$ cat config.mk
export PLATFORM = sky130hd
export DESIGN_NAME = bus_ctrl
export DESIGN_NICKNAME = d
export VERILOG_FILES = /design/src/rtl/bus_ctrl_pkg.sv /design/src/rtl/addr_region_match.sv /design/src/rtl/bus_ctrl.sv
export SDC_FILE = /design/constraint.sdc
export NUM_CORES = 1
export LEC_CHECK = 0
export BUFFER_PORTS_ARGS = -buffer_cell sky130_fd_sc_hd__buf_2
export CAP_MARGIN = 20
export CORE_ASPECT_RATIO = 2
export CORE_UTILIZATION = 46
export CTS_CLUSTER_DIAMETER = 120
export DETAILED_ROUTE_END_ITERATION = 6
export PLACE_DENSITY = 0.8
export SLEW_MARGIN = 30
export SYNTH_ARGS = -nofsm -noshare
export SYNTH_HDL_FRONTEND = slang
export SYNTH_SLANG_ARGS = --single-unit
export TNS_END_PERCENT = 1
$ cat constraint.sdc
create_clock -name clk -period 2 [get_ports clk]
set_clock_uncertainty 0.1 [all_clocks]
set_input_delay 0 -clock clk [delete_from_list [all_inputs] [get_ports clk]]
set_output_delay 0 -clock clk [all_outputs]
set_load 0.05 [all_outputs]
$ cat src/rtl/bus_ctrl_pkg.sv
// Shared types and widths for the CPU-side bus controller and its address decoder.
package bus_ctrl_pkg;

  localparam int WAIT_W = 4;
  localparam int TMO_W  = 8;

  typedef enum logic [2:0] {
    IDLE,
    ACCESS,
    STRETCH,
    DONE,
    ERROR
  } bus_state_t;

  // Width of a slot index; a single-slot map still needs a 1-bit select.
  function automatic int sel_width(input int n);
    return (n > 1) ? $clog2(n) : 1;
  endfunction

endpackage

$ cat src/rtl/addr_region_match.sv
// Combinational first-match region decoder: lowest-index enabled slot whose masked address equals its base wins.
module addr_region_match
  import bus_ctrl_pkg::*;
#(
  parameter int                          N_SLAVES    = 4,
  parameter int                          ADDR_W      = 16,
  parameter logic [N_SLAVES*ADDR_W-1:0]  REGION_BASE = '0,
  parameter logic [N_SLAVES*ADDR_W-1:0]  REGION_MASK = '0,
  parameter int                          SEL_W       = sel_width(N_SLAVES)
) (
  input  logic [ADDR_W-1:0] addr,
  output logic              hit,
  output logic [SEL_W-1:0]  sel
);

  // Scan from the top so the lowest matching index overwrites any higher one.
  always_comb begin
    hit = 1'b0;
    sel = '0;
    for (int i = N_SLAVES - 1; i >= 0; i--) begin
      if ((REGION_MASK[i*ADDR_W +: ADDR_W] != '0) &&
          ((addr & REGION_MASK[i*ADDR_W +: ADDR_W]) == REGION_BASE[i*ADDR_W +: ADDR_W])) begin
        hit = 1'b1;
        sel = SEL_W'(i);
      end
    end
  end

endmodule

$ cat src/rtl/bus_ctrl.sv
// CPU bus controller: decodes slave regions, drives registered strobes with fixed wait states,
// honours slave stretch with a timeout, and returns ready/error with registered read data.
module bus_ctrl
  import bus_ctrl_pkg::*;
#(
  parameter int                          ADDR_W      = 16,
  parameter int                          DATA_W      = 8,
  parameter int                          N_SLAVES    = 4,
  parameter logic [N_SLAVES*ADDR_W-1:0]  REGION_BASE = {N_SLAVES{{ADDR_W{1'b0}}}},
  parameter logic [N_SLAVES*ADDR_W-1:0]  REGION_MASK = {N_SLAVES{{ADDR_W{1'b0}}}},
  parameter logic [N_SLAVES*WAIT_W-1:0]  WAIT_STATES = {N_SLAVES{4'd0}},
  parameter int                          TIMEOUT     = 255
) (
  input  logic                       clk,
  input  logic                       reset,
  input  logic [ADDR_W-1:0]          cpu_addr,
  input  logic [DATA_W-1:0]          cpu_wdata,
  input  logic                       cpu_read,
  input  logic                       cpu_write,
  output logic [DATA_W-1:0]          cpu_rdata,
  output logic                       cpu_ready,
  output logic                       cpu_error,
  output logic [ADDR_W-1:0]          slv_addr,
  output logic [DATA_W-1:0]          slv_wdata,
  output logic [N_SLAVES-1:0]        slv_cs_r,
  output logic [N_SLAVES-1:0]        slv_cs_w,
  input  logic [N_SLAVES*DATA_W-1:0] slv_rdata,
  input  logic [N_SLAVES-1:0]        slv_wait
);

  localparam int SEL_W = sel_width(N_SLAVES);
  localparam logic [TMO_W-1:0] TMO_LAST = TMO_W'(TIMEOUT - 1);

  bus_state_t          state;
  logic                dec_hit;
  logic [SEL_W-1:0]    dec_sel;
  logic [N_SLAVES-1:0] dec_onehot;
  logic [SEL_W-1:0]    sel_q;
  logic                is_read_q;
  logic [WAIT_W-1:0]   wait_cnt;
  logic [TMO_W-1:0]    tmo_cnt;
  logic [DATA_W-1:0]   rdata_q;
  logic [ADDR_W-1:0]   addr_q;
  logic [DATA_W-1:0]   wdata_q;
  logic [N_SLAVES-1:0] cs_r_q;
  logic [N_SLAVES-1:0] cs_w_q;
  logic                req;
  logic                sel_wait;
  logic [DATA_W-1:0]   sel_rdata;

  addr_region_match #(
    .N_SLAVES    (N_SLAVES),
    .ADDR_W      (ADDR_W),
    .REGION_BASE (REGION_BASE),
    .REGION_MASK (REGION_MASK),
    .SEL_W       (SEL_W)
  ) u_match (
    .addr (cpu_addr),
    .hit  (dec_hit),
    .sel  (dec_sel)
  );

  assign req        = cpu_read | cpu_write;
  assign dec_onehot = N_SLAVES'(1) << dec_sel;
  assign sel_wait   = slv_wait[sel_q];
  assign sel_rdata  = slv_rdata[DATA_W*int'(sel_q) +: DATA_W];

  always_ff @(posedge clk) begin
    if (reset) begin
      state     <= IDLE;
      sel_q     <= '0;
      is_read_q <= 1'b0;
      wait_cnt  <= '0;
      tmo_cnt   <= '0;
      rdata_q   <= '0;
      addr_q    <= '0;
      wdata_q   <= '0;
      cs_r_q    <= '0;
      cs_w_q    <= '0;
    end else begin
      case (state)
        IDLE: begin
          if (req) begin
            addr_q    <= cpu_addr;
            wdata_q   <= cpu_wdata;
            is_read_q <= cpu_read;
            sel_q     <= dec_sel;
            wait_cnt  <= WAIT_STATES[WAIT_W*int'(dec_sel) +: WAIT_W];
            tmo_cnt   <= '0;
            if ((cpu_read && cpu_write) || !dec_hit) begin
              state <= ERROR;
            end else begin
              state <= ACCESS;
              if (cpu_read) cs_r_q <= dec_onehot;
              else          cs_w_q <= dec_onehot;
            end
          end
        end
        // The slave's stretch request only counts once the fixed wait states are spent.
        ACCESS: begin
          if (wait_cnt != '0) begin
            wait_cnt <= wait_cnt - 1'b1;
          end else if (!sel_wait) begin
            if (is_read_q) rdata_q <= sel_rdata;
            cs_r_q <= '0;
            cs_w_q <= '0;
            state  <= DONE;
          end else begin
            tmo_cnt <= '0;
            state   <= STRETCH;
          end
        end
        STRETCH: begin
          if (!sel_wait) begin
            if (is_read_q) rdata_q <= sel_rdata;
            cs_r_q <= '0;
            cs_w_q <= '0;
            state  <= DONE;
          end else if (tmo_cnt == TMO_LAST) begin
            cs_r_q <= '0;
            cs_w_q <= '0;
            state  <= ERROR;
          end else begin
            tmo_cnt <= tmo_cnt + 1'b1;
          end
        end
        DONE:    state <= IDLE;
        ERROR:   state <= IDLE;
        default: state <= IDLE;
      endcase
    end
  end

  // Error completions report zero data without disturbing the last captured read value.
  assign cpu_ready = (state == DONE) || (state == ERROR);
  assign cpu_error = (state == ERROR);
  assign cpu_rdata = (state == ERROR) ? '0 : rdata_q;
  assign slv_addr  = addr_q;
  assign slv_wdata = wdata_q;
  assign slv_cs_r  = cs_r_q;
  assign slv_cs_w  = cs_w_q;

endmodule
Word-level counts from Yosys, hierarchy flattened
Cells that the tools add are included.

Bits in registers: 52. Output and inout bits: 42. Word-level logic and storage cells: 61.

Add/sub/neg operators: 2. Eq/ne operators: 13. Multiplexer cells: 25. Bitwise operators: 1. Reductions and logical operators: 12.

Operator list (count): 2-to-1 mux 8 bit (9); 2-to-1 mux 4 bit (6); one-hot mux 8 bit (3 select lines) (1); one-hot mux 4 bit (2 select lines) (2); one-hot mux 8 bit (2 select lines) (1); inequality test 2 bit (second input constant) (7); 2-to-1 mux 3 bit (4); one-hot mux 3 bit (3 select lines) (1); adder 8 x 1 -> 8 bit (second input constant) (1); equality test 8 bit (second input constant) (1); equality test 3 x 2 -> 1 bit (second input constant) (2); AND reduction 3 bit (2); AND reduction 6 bit (1); AND reduction 2 bit (2); AND reduction 4 bit (1); nonzero test 2 bit (2); nonzero test 4 bit (1); subtractor 4 x 1 -> 4 bit (second input constant) (1); equality test 3 x 1 -> 1 bit (second input constant) (1); equality test 3 bit (second input constant) (1); logical NOT 3 bit (1); inequality test 3 bit (second input constant) (1); nonzero test 3 bit (1); logical OR 1 bit (1); other kinds (2) (2).

Longest topological paths before layout
Depth in word-level cells: 4. Depth in mapped cells: 7. Mapped depth without buffers: 6.

Hierarchy
Synthesis repeated with hierarchy kept, for this count alone.

Cells, all modules: 321. Area, all modules: 2776.4 sq um.

By module, submodules not included: bus_ctrl (instances 1, cells each 317, area each 2750.1 sq um, sequential area each 1161.1 sq um); addr_region_match (instances 1, cells each 4, area each 26.3 sq um, sequential area each 0.0 sq um).

Least setup slack after synthesis
Ideal clock, no wire load.

Kind: reg2out. From: register state[2]. To: output cpu_ready. Data arrival time: 1.964 ns. Path slack: -0.064 ns. Stages on the path, launching flop included: 4. Buffers on the path: 1. Cells stage by stage: dfxtp_1 -> buf_2 -> nor3b_2 -> o21bai_1.

Longest elaborated chain between the ends: 2.

Ends and longest elaborated chain: from (decl) (line bus_ctrl.sv:34) `bus_state_t state;`; from (signal assigned) (line bus_ctrl.sv:70) `state <= IDLE;`; from (signal assigned) (line bus_ctrl.sv:91) `state <= ERROR;`; from (signal assigned) (line bus_ctrl.sv:93) `state <= ACCESS;`; equality test 3 bit; net cpu_error (line bus_ctrl.sv:22) `output logic cpu_error,`; logical OR 1 bit (line bus_ctrl.sv:135) `assign cpu_ready = (state == DONE) || (state == ERROR);`; to (decl) (line bus_ctrl.sv:21) `output logic cpu_ready,`.

The timed path passes the listed nets, and every way through them passes these cells.

Final worst setup path
From: register wait_cnt[0]. To: register tmo_cnt[1].

Longest elaborated chain between the ends: 3.

Ends and longest elaborated chain: from (decl) (line bus_ctrl.sv:40) `logic [WAIT_W-1:0] wait_cnt;`; from (signal assigned) (line bus_ctrl.sv:88) `wait_cnt <= WAIT_STATES[WAIT_W*int'(dec_sel) +: WAIT_W];`; from (signal assigned) (line bus_ctrl.sv:102) `wait_cnt <= wait_cnt - 1'b1;`; nonzero test 4 bit (line bus_ctrl.sv:101) `if (wait_cnt != '0) begin`; inequality test 2 bit (no source line); AND reduction 6 bit (no source line); to (signal assigned) (line bus_ctrl.sv:124) `tmo_cnt <= tmo_cnt + 1'b1;`; to (decl) (line bus_ctrl.sv:41) `logic [TMO_W-1:0] tmo_cnt;`.

No other way between the ends. A chain may end at the register's enable or synchronous reset.

==> impl_metrics.toml <==
[timing]
relSlewSlack = 0.590
setup_viol = 0
hold_viol = 0
period_share = 0.962
rsz0062_at_grt = "true"
setup_tns_ns = 0
tightest_slew_ns = 0.609
layout_setup_ws_ns = 0.0757
max_freq_ghz = 0.520
slew_violations = 0
fin_crit_ns = 1.92

[worst_setup_path]
crit_arrival_ns = 2.03
critical-path-slowest-cell = "or3b_4"
critical_path_class = "flip-flop to flip-flop"
crit_end = "tmo_cnt[1]"
cp_cell_sequence = "inv_1, ha_1, or3b_4, a21o_1, a211o_1, a31o_2"
cp-start-kind = "flip-flop"
reg2reg_to = "tmo_cnt[1]"
cp-end-kind = "flip-flop"
cp_max_fo = 5
startpoint = "wait_cnt[0]"
r2r-start = "wait_cnt[0]"
ff2ff_setup_slack_ns = 0.08
rr_worst_depth = 6
max_stage_delay_ns = 0.41
critPathRequiredTime_ns = 2.10

[placed_design]
portBuffers = 70
dp_slack_ns = 0.0680
dp_hpwl_um = 3770
gp_congestion = 0.825
placed_area_sq_um = 2610

[drt]
routed.top_layer = "met4"
vias = 2293
ant_nets = 0
wl_met1_um = 2160
firstDrtPassIters = 4
drt_iter0_drc = 45
routedWlPerCell_um = 14.4
route.met2.wl_um = 3460
route.detailed.drc = 0
wl_um = 6180
vias_per_cell = 5.36
met3WireLength_um = 262

[final_layout]
layout-drive-gt1-share = 0.260
nets = 440
stdcell_area_sq_um = 3140
area_growth_pct = 42.4
num_antenna_cells = 0

[synthesis]
synth_edf_count = 0
ys.flop_type = "dfxtp_1"
netlist_area_sq_um = 2210
synthArstFlopShare = 0
yosys_register_bits = 48
syn_avg_cell_area_sq_um = 8.29
synth_cells = 266
synth.distinct_cells = 43
yosysSeqAreaShare = 0.436
yosysWarnings = 0

[grt]
grt_overflow = 0
grtUsageTotal = 0.258
grt_first_pass_wirelength_um = 9920
grt_pass1_vias = 2333
antenna_found_initial = 0
grt_max_degree = 46

[floorplanning]
core_area_sq_um = 4600
num_rows = 35
start_util = 0.480
pin_count = 106
die_w_um = 51.0
die_h_um = 99.9
die-area_sq_um = 5090

[cts]
clock-root-buffer = "clkbuf_8"
insertion_delay_ns = 0.30
cts_tree = "yes"
h-tree-depth = 2
clk_pin_slew_worst_paths_ns = 0.09
cts.path.max_buffers = 2
cts_buffers = 5
cts.sinks = 48

[power]
p_leak_nw = 1.46
peakVddDrop_v = 0.000678
powerDensity_nw_per_um2 = 782
p_total_mw = 2.46

[hold_path]
holdCritPathClass = "input port to flip-flop"

[run_status]
outcome = "finished clean"

[job]
cap_violations = 0
## Yosys cell counts, drive strengths merged, types with 3 or more instances
cell type | n | area [sq um]
nor2b | 10 | 62.6
nor2 | 17 | 63.8
nor3b | 4 | 45.1
buf | 14 | 92.6
or3b | 3 | 26.3
a211oi | 3 | 22.5
xor2 | 3 | 26.3
ha | 4 | 50.1
inv | 6 | 22.5
o21ai | 3 | 15.0
dfxtp | 48 | 961
mux2i | 8 | 80.1
and3 | 3 | 18.8
nand3 | 7 | 35.0
clkbuf | 8 | 30.0
nand2 | 58 | 218
a21oi | 32 | 160
nor3 | 7 | 40.0
## sequential cells by signal (all words and copies together) (netlist names)
| name | cells |
|---|---|
| slv_addr | 16 |
| rdata_q | 8 |
| is_read_q | 1 |
| wait_cnt | 4 |
| tmo_cnt | 8 |
| slv_wdata | 8 |
| state | 3 |
## critical path, delay by kind of cell, from the launching register on
family                   cells  cell delay (ns)
buffers and inverters        1             0.08
AND/OR/NAND/NOR              1             0.41
AO/OA/AOI/OAI                3             0.73
adder cells (fa/ha/maj)      1             0.16
flip-flops                   1             0.34
## worst min-delay path by stage
stage            startpoint           end  cells after the start
3_3_place_gp   slv_rdata[6]    rdata_q[6]                      3
6_report          cpu_write   wait_cnt[1]                      4
3_5_place_dp   cpu_wdata[3]  slv_wdata[3]                      3
5_1_grt           cpu_write   wait_cnt[1]                      4
4_1_cts           cpu_write   wait_cnt[1]                      4
2_1_floorplan   cpu_addr[0]   slv_addr[0]                      2
## metrics by stage
step | cells | util | hold slack [ns]
3_5_place_dp | 384 | 0.567 | 0.146
6_report | 428 | 0.683 | 0.0197
3_3_place_gp | 384 | 0.567 | 0.130
4_1_cts | 428 | 0.680 | 0.0236
2_1_floorplan | 273 | - | 0.0360
5_1_grt | 428 | 0.683 | 0.0498
## cells by family after synthesis
family	count (synthesis)	synth area share
mux	8	0.0363
compound gates	58	0.171
simple gates	116	0.255
fa+ha+maj	4	0.0227
buf+inv	28	0.0658
flops	48	0.436
xor+xnor	3	0.0119
other cells	1	0.00170
## area by class of cell
cell class              count  area (sq um)
clock buffers               5          68.8
clock inverters             3          90.1
fillers                   340          1460
inverters                   6          22.5
multi-input cells         197          1150
flip-flops and latches     48           961
well taps                  55          68.8
repair buffers            114           783
## what timing repair did
action	CTS	global route
hold buffers	36	0
endpoints found under the setup margin	0	8
endpoints found under the hold margin	37	0
setup buffers	0	0
resized for setup	0	4
## power breakdown
| group | switching, mW | internal, mW | total (mW) |
|---|---|---|---|
| Clock | 0.332 | 0.625 | 0.957 |
| Combinational | 0.326 | 0.157 | 0.483 |
| Sequential | 0.0206 | 0.995 | 1.02 |
| Total | 0.678 | 1.78 | 2.46 |
## metal layers
layer  track usage  vias up
li1              -     1108
met1         0.237     1073
met2         0.493       86
met3        0.0424       26
met4         0.165        0
met5             0        -
## layout by cell type (no fill, tap or decap), drive strengths merged, types with 2 or more instances in the layout
| cell | count |
|---|---|
| conb | 8 |
| o31ai | 2 |
| nor2b | 10 |
| and3 | 3 |
| nand3b | 2 |
| dfxtp | 48 |
| nand4 | 2 |
| a211oi | 3 |
| clkbuf | 5 |
| a41oi | 2 |
| mux2i | 8 |
| a31o | 2 |
| buf | 78 |
| a21oi | 32 |
| nor2 | 17 |
| a31oi | 2 |
| dlygate4sd3 | 36 |
| ha | 4 |
| nand2 | 58 |
| nor3 | 7 |
| and4 | 2 |
| bufinv | 3 |
| xor2 | 3 |
| or3b | 3 |
| nor3b | 4 |
| a211o | 2 |
| inv | 6 |
| o21ai | 3 |
| nand3 | 7 |
(Power assumes the default switching activity.)
